<file path="src/rtl/hu_audiodec_dma_seq.sv">
// Chunked DMA copy sequencer: a rising edge of conf_done copies num_words 64-bit words
// from src to dst through a CHUNK_WORDS-deep buffer, one read burst then one write burst per chunk.
module hu_audiodec_dma_seq #(
    parameter int CHUNK_WORDS = 16
) (
    input  logic        clk,
    input  logic        rst,
    input  logic [31:0] conf_info_src_offset,
    input  logic [31:0] conf_info_dst_offset,
    input  logic [31:0] conf_info_num_words,
    input  logic        conf_done,
    output logic        dma_read_ctrl_valid,
    input  logic        dma_read_ctrl_ready,
    output logic [31:0] dma_read_ctrl_data_index,
    output logic [31:0] dma_read_ctrl_data_length,
    output logic [2:0]  dma_read_ctrl_data_size,
    input  logic        dma_read_chnl_valid,
    output logic        dma_read_chnl_ready,
    input  logic [63:0] dma_read_chnl_data,
    output logic        dma_write_ctrl_valid,
    input  logic        dma_write_ctrl_ready,
    output logic [31:0] dma_write_ctrl_data_index,
    output logic [31:0] dma_write_ctrl_data_length,
    output logic [2:0]  dma_write_ctrl_data_size,
    output logic        dma_write_chnl_valid,
    input  logic        dma_write_chnl_ready,
    output logic [63:0] dma_write_chnl_data,
    output logic        acc_done,
    output logic [31:0] debug
);
    localparam int CW = $clog2(CHUNK_WORDS);

    typedef enum logic [2:0] {
        IDLE    = 3'd0,
        RD_REQ  = 3'd1,
        RD_DATA = 3'd2,
        WR_REQ  = 3'd3,
        WR_DATA = 3'd4,
        DONE    = 3'd5
    } state_t;

    // Handshakes: a transfer happens on a rising edge where valid and ready are both high;
    // once valid is raised, valid and its payload hold until that edge.
    state_t          state, state_next;
    logic            conf_q1, conf_q2;
    logic [31:0]     src, dst, num, words_done, len;
    logic [CW-1:0]   beat_cnt;
    logic [63:0]     buffer [CHUNK_WORDS];
    logic            conf_rise, rd_beat, wr_beat, last_beat;
    logic [31:0]     remaining, len_calc, words_next;

    assign conf_rise  = conf_q1 & ~conf_q2;
    assign remaining  = num - words_done;
    assign len_calc   = (remaining < 32'(CHUNK_WORDS)) ? remaining : 32'(CHUNK_WORDS);
    assign last_beat  = (32'(beat_cnt) == len - 32'd1);
    assign words_next = words_done + len;
    assign rd_beat    = dma_read_chnl_valid & dma_read_chnl_ready;
    assign wr_beat    = dma_write_chnl_valid & dma_write_chnl_ready;

    assign dma_read_chnl_ready      = (state == RD_DATA);
    assign dma_read_ctrl_data_size  = 3'b011;
    assign dma_write_ctrl_data_size = 3'b011;
    assign debug                    = {state, words_done[28:0]};

    always_ff @(posedge clk or posedge rst) begin
        if (rst) state <= IDLE;
        else     state <= state_next;
    end

    always_comb begin
        state_next = state;
        case (state)
            IDLE:    if (conf_rise) state_next = (conf_info_num_words == 32'd0) ? DONE : RD_REQ;
            RD_REQ:  if (dma_read_ctrl_valid && dma_read_ctrl_ready) state_next = RD_DATA;
            RD_DATA: if (rd_beat && last_beat) state_next = WR_REQ;
            WR_REQ:  if (dma_write_ctrl_valid && dma_write_ctrl_ready) state_next = WR_DATA;
            WR_DATA: if (wr_beat && last_beat) state_next = (words_next == num) ? DONE : RD_REQ;
            DONE:    state_next = IDLE;
            default: state_next = IDLE;
        endcase
    end

    always_ff @(posedge clk) begin
        if (rd_beat) buffer[beat_cnt] <= dma_read_chnl_data;
    end

    always_ff @(posedge clk or posedge rst) begin
        if (rst) begin
            conf_q1                    <= 1'b0;
            conf_q2                    <= 1'b0;
            src                        <= '0;
            dst                        <= '0;
            num                        <= '0;
            words_done                 <= '0;
            len                        <= '0;
            beat_cnt                   <= '0;
            acc_done                   <= 1'b0;
            dma_read_ctrl_valid        <= 1'b0;
            dma_read_ctrl_data_index   <= '0;
            dma_read_ctrl_data_length  <= '0;
            dma_write_ctrl_valid       <= 1'b0;
            dma_write_ctrl_data_index  <= '0;
            dma_write_ctrl_data_length <= '0;
            dma_write_chnl_valid       <= 1'b0;
            dma_write_chnl_data        <= '0;
        end else begin
            conf_q1  <= conf_done;
            conf_q2  <= conf_q1;
            acc_done <= (state == DONE);
            case (state)
                IDLE: if (conf_rise) begin
                    src        <= conf_info_src_offset;
                    dst        <= conf_info_dst_offset;
                    num        <= conf_info_num_words;
                    words_done <= '0;
                end
                // First cycle in RD_REQ fixes the chunk length for both bursts.
                RD_REQ: if (!dma_read_ctrl_valid) begin
                    dma_read_ctrl_valid       <= 1'b1;
                    dma_read_ctrl_data_index  <= src + words_done;
                    dma_read_ctrl_data_length <= len_calc;
                    len                       <= len_calc;
                end else if (dma_read_ctrl_ready) begin
                    dma_read_ctrl_valid <= 1'b0;
                end
                RD_DATA: if (rd_beat) beat_cnt <= last_beat ? '0 : beat_cnt + 1'b1;
                WR_REQ: if (!dma_write_ctrl_valid) begin
                    dma_write_ctrl_valid       <= 1'b1;
                    dma_write_ctrl_data_index  <= dst + words_done;
                    dma_write_ctrl_data_length <= len;
                end else if (dma_write_ctrl_ready) begin
                    dma_write_ctrl_valid <= 1'b0;
                    dma_write_chnl_valid <= 1'b1;
                    dma_write_chnl_data  <= buffer[0];
                    beat_cnt             <= '0;
                end
                // beat_cnt points at the beat currently presented on the write channel.
                WR_DATA: if (wr_beat) begin
                    if (last_beat) begin
                        dma_write_chnl_valid <= 1'b0;
                        beat_cnt             <= '0;
                        words_done           <= words_next;
                    end else begin
                        beat_cnt            <= beat_cnt + 1'b1;
                        dma_write_chnl_data <= buffer[beat_cnt + 1'b1];
                    end
                end
                default: ;
            endcase
        end
    end
endmodule

</file>
<file path="config.mk">
export PLATFORM = sky130hd
export DESIGN_NAME = hu_audiodec_dma_seq
export DESIGN_NICKNAME = d
export VERILOG_FILES = /design/src/rtl/hu_audiodec_dma_seq.sv
export SDC_FILE = /design/constraint.sdc
export NUM_CORES = 2
export LEC_CHECK = 0
export ABC_AREA = 1
export CAP_MARGIN = 10
export CORE_MARGIN = 10
export CORE_UTILIZATION = 50
export DETAILED_ROUTE_END_ITERATION = 8
export PLACE_DENSITY_LB_ADDON = 0.1
export SLEW_MARGIN = 20
export SYNTH_ARGS = -nofsm -noshare
export SYNTH_HDL_FRONTEND = slang
export SYNTH_SLANG_ARGS = --single-unit
</file>
<file path="constraint.sdc">
create_clock -name clk -period 17.28 [get_ports clk]
set_clock_uncertainty 0.2 [all_clocks]
set_input_delay 5.184 -clock clk [delete_from_list [all_inputs] [get_ports clk]]
set_output_delay 5.184 -clock clk [all_outputs]
set_load 0.02 [all_outputs]
</file>
==> key figures <==
Outcome
  • Status: completed

Timing
  • Slew headroom: 24.4%
  • Endpoints failing setup: 0
  • Setup total negative slack: 0 ns
  • RSZ-0062 raised after global routing: no
  • Slew @ Worst Pin: 1.13 ns
  • Crit share post-route: between 40% and 50%
  • Crit path time final: between 8 and 9 ns
  • Worst hold slack: roughly 0.19 ns
  • Final Hold Fails: 0
  • Fmax: about 120 MHz
  • Count of final max-slew check failures: 0

Yosys
  • Area contributors post-synth: edfxtp_1 49%, dfrtp_1 13%, nand2_1 5.5%, nor2_1 5.5%, o21ai_0 5.5%
  • Main synth FF type: edfxtp_1
  • Flops & latches, synth: approximately 1400
  • Commonest cells post-synth: 1024 x edfxtp_1, 912 x nand2_1, 912 x nor2_1
  • YS warnings: 0
  • Async SR Flop Fraction: between 20 and 25%
  • Largest area contributor in the netlist: edfxtp_1
  • EDFF count, synth: just over 1000
  • Synth cell types: 52
  • Top cell type's share of synthesized area: between 40% and 50%
  • Top-count cell post-synth: edfxtp_1
  • Sequential area share after synthesis: 62.7%
  • Post-Syn Area: 0.0623 mm2
  • Cell count after synthesis: between 5000 and 6000
  • Post-synthesis area per instance: around 11 um2

Finish
  • P&R area growth vs syn: 16.4%
  • # fillers: ~10000
  • Final core area utilization: 58.6%
  • Share of layout cells above drive strength 1: between 7 and 8%
  • Final nets: 6475

Detailed routing
  • DR WL/cell: between 20 and 25 um
  • Vias: 45800
  • Vias per inst: just under 6
  • Drt initial violations: 3820
  • DRC: 0
  • Routed Antenna Nets: 0
  • DRT Pass-1 Iters: 6
  • Final WL: 190 mm

GRT
  • Gr ovfl total: 0
  • Initial antenna violation count: 13
  • Tot GR Track Use: a little over a quarter
  • First-pass GRT wire length: between 200 and 300 mm
  • Largest net degree at the start of global routing: roughly 200
  • Vias in the first global route: around 45000

Die
  • # rows: 129
  • Core Area: 0.124 mm2
  • Die X: around 370 um
  • Full die area: approximately 0.14 mm2
  • # IOs: 402
  • Initial Utilization: around half
  • Chip height: ~370 um

Worst setup path
  • CP Buf/Inv Count: 3
  • Worst-path cell chain: clkdlybuf4s50_1 -> inv_1 -> nor2_1 -> nand2_1 -> nor2_4 -> buf_4
  • CP Capture Type: register
  • Worst Path Arrival: roughly 8.7 ns
  • CP max stage cell: nor2_4
  • Max FO, Critical Path: 39
  • Startpoint Class: primary input
  • Setup CP Type: in -> reg
  • CP max stage delay: approximately 0.93 ns
  • CP top delay family: simple AND/OR/NAND/NOR gates
  • WP data required: 17.48 ns

CTS
  • Setup Fix Bufs, Post-CTS: 0
  • Clock Latency Late Sink: 0.79 ns
  • CTS tree: yes
  • PostCTS Resize Cnt: 0
  • Clk slew on worst S/H paths: around 0.06 ns
  • H-tree depth: 4
  • Sink Count: between 1000 and 1500
  • Clock root buffer: clkbuf_16
  • Cts bufs inserted: ~140
  • Clock tree buffer depth: 3
  • Hold Buf Count CTS: 0

Pwr
  • Int Pwr: approximately 6.1 mW
  • Sw frac: between 30 and 40%
  • Combinational power share: approximately a fifth
  • Max IR drop VDD: roughly 0.00018 V
  • Clk pwr share: ~36%
  • Cell leakage power: approximately 27 nW
  • Switching power: approximately 2.7 mW
  • PwrDens: between 100 and 150 mW/mm2
  • Sequential Power Share: approximately 43%

Min path
  • HP Class: reg -> reg

Placement
  • IO Port Bufs: ~400
  • Final HPWL DP: 121 mm
  • Placer Congestion: 0.953

Job
  • Max cap viols: 0
worst paths after layout:
path | startpoint | end | slack (ns) | cells past startpoint
min in group asynchronous | rst | dma_write_ctrl_data_length[13] | 4.71 | 2
max reg2reg | beat_cnt[0] | dma_write_chnl_data[23] | 12.46 | 9
min | conf_q1 | conf_q2 | 0.19 | 0
min reg2reg | conf_q1 | conf_q2 | 0.19 | 0
max | dma_read_chnl_valid | buffer[14][44] | 8.75 | 6
max in group asynchronous | rst | dma_write_chnl_data[26] | 10.05 | 4
layout make-up:
type	instances	area, um2	share of cell area [%]
antenna	4	10.0	0.0138
inverter	357	1370	1.88
timing repair buffer	468	4570	6.31
sequential	1357	39100	53.9
clock inverter	66	838	1.16
tap	1637	2050	2.82
multi-input combinational	3847	20600	28.4
clock buffer	195	4020	5.55
worst reg2reg max path, cell delays in order (launching register included):
cell	delay, ns
dfrtp_4	0.54
inv_8	0.60
ha_4	0.56
inv_6	0.69
buf_4	0.85
o21ai_0	0.33
o221ai_1	0.24
nand3_1	0.22
a31o_2	0.33
o21ai_0	0.17
cells by family after synthesis:
kind of cell	count (synthesis)	share of synthesized area, %
adder cells (fa/ha/maj)	133	2.72
AND/OR/NAND/NOR	2265	14.9
XOR/XNOR	83	1.29
buffers and inverters	679	4.57
other	2	0.0121
flip-flops	1357	62.7
AO/OA/AOI/OAI	1299	12.7
multiplexers	61	1.10
sequential cells by signal, summed over array words and instances, names as in the netlist:
signal	cells
conf_q1	1
buffer	1024
len	32
words_done	32
dma_read_ctrl_valid	1
dma_write_ctrl_valid	1
state	3
dma_write_chnl_valid	1
conf_q2	1
dst	32
dma_write_ctrl_data_length	32
beat_cnt	4
dma_write_ctrl_data_index	32
dma_read_ctrl_data_index	32
acc_done	1
dma_write_chnl_data	64
num	32
src	32
metrics by stage:
step | instances | total power, mW | worst slack, ns | instance area (um2)
4_1_cts | 7926 | 8.85 | 8.84 | 72500
3_5_place_dp | 7665 | 5.70 | 8.01 | 67600
5_1_grt | 7928 | 9.17 | 8.66 | 72500
2_1_floorplan | 5883 | 5.01 | 2.67 | 62300
6_report | 7931 | 8.80 | 8.75 | 72500
3_3_place_gp | 7665 | 5.67 | 8.07 | 67600
power groups by stage:
stage	clock, mW	sequential [mW]	combinational [mW]
global placement	0	3.83	1.85
finish	3.16	3.76	1.87
floorplan	0	3.82	1.19
global route	3.34	3.78	2.06
detailed placement	0	3.83	1.87
CTS	3.21	3.76	1.88
metal layers:
layer	global-route usage [%]	vias up	part of all wire, %
met4	11.2	16	4.3
met2	45.1	1590	49
met1	33.3	22400	41
met5	0	-	0.055
met3	4.74	376	6.0
li1	-	21500	-
cells in the final DEF, fill, tap and decap left out, types with 9 or more instances in the layout:
cell type        count
clkinv_2            17
clkbuf_8            10
o21ai_0            682
nand3b_1            36
o21bai_1            14
nor2_4              19
clkinv_1            24
nand2_1            911
nor4_1              12
dfrtp_1            332
xor2_1              36
clkbuf_1            35
clkbuf_16          150
o21ai_1             66
bufinv_16           14
mux2_2              61
edfxtp_1          1024
o221ai_1           256
a21oi_1            142
nand3_1            293
ha_1               128
nand4_1             35
xnor2_1             40
inv_1              349
buf_4               68
clkdlybuf4s50_1    395
or2_2               15
a21o_1               9
nor2_1             894
nor3_1              30
a31o_2              64
a31oi_1             25
No activity file was read; power rests on OpenSTA's default activity.
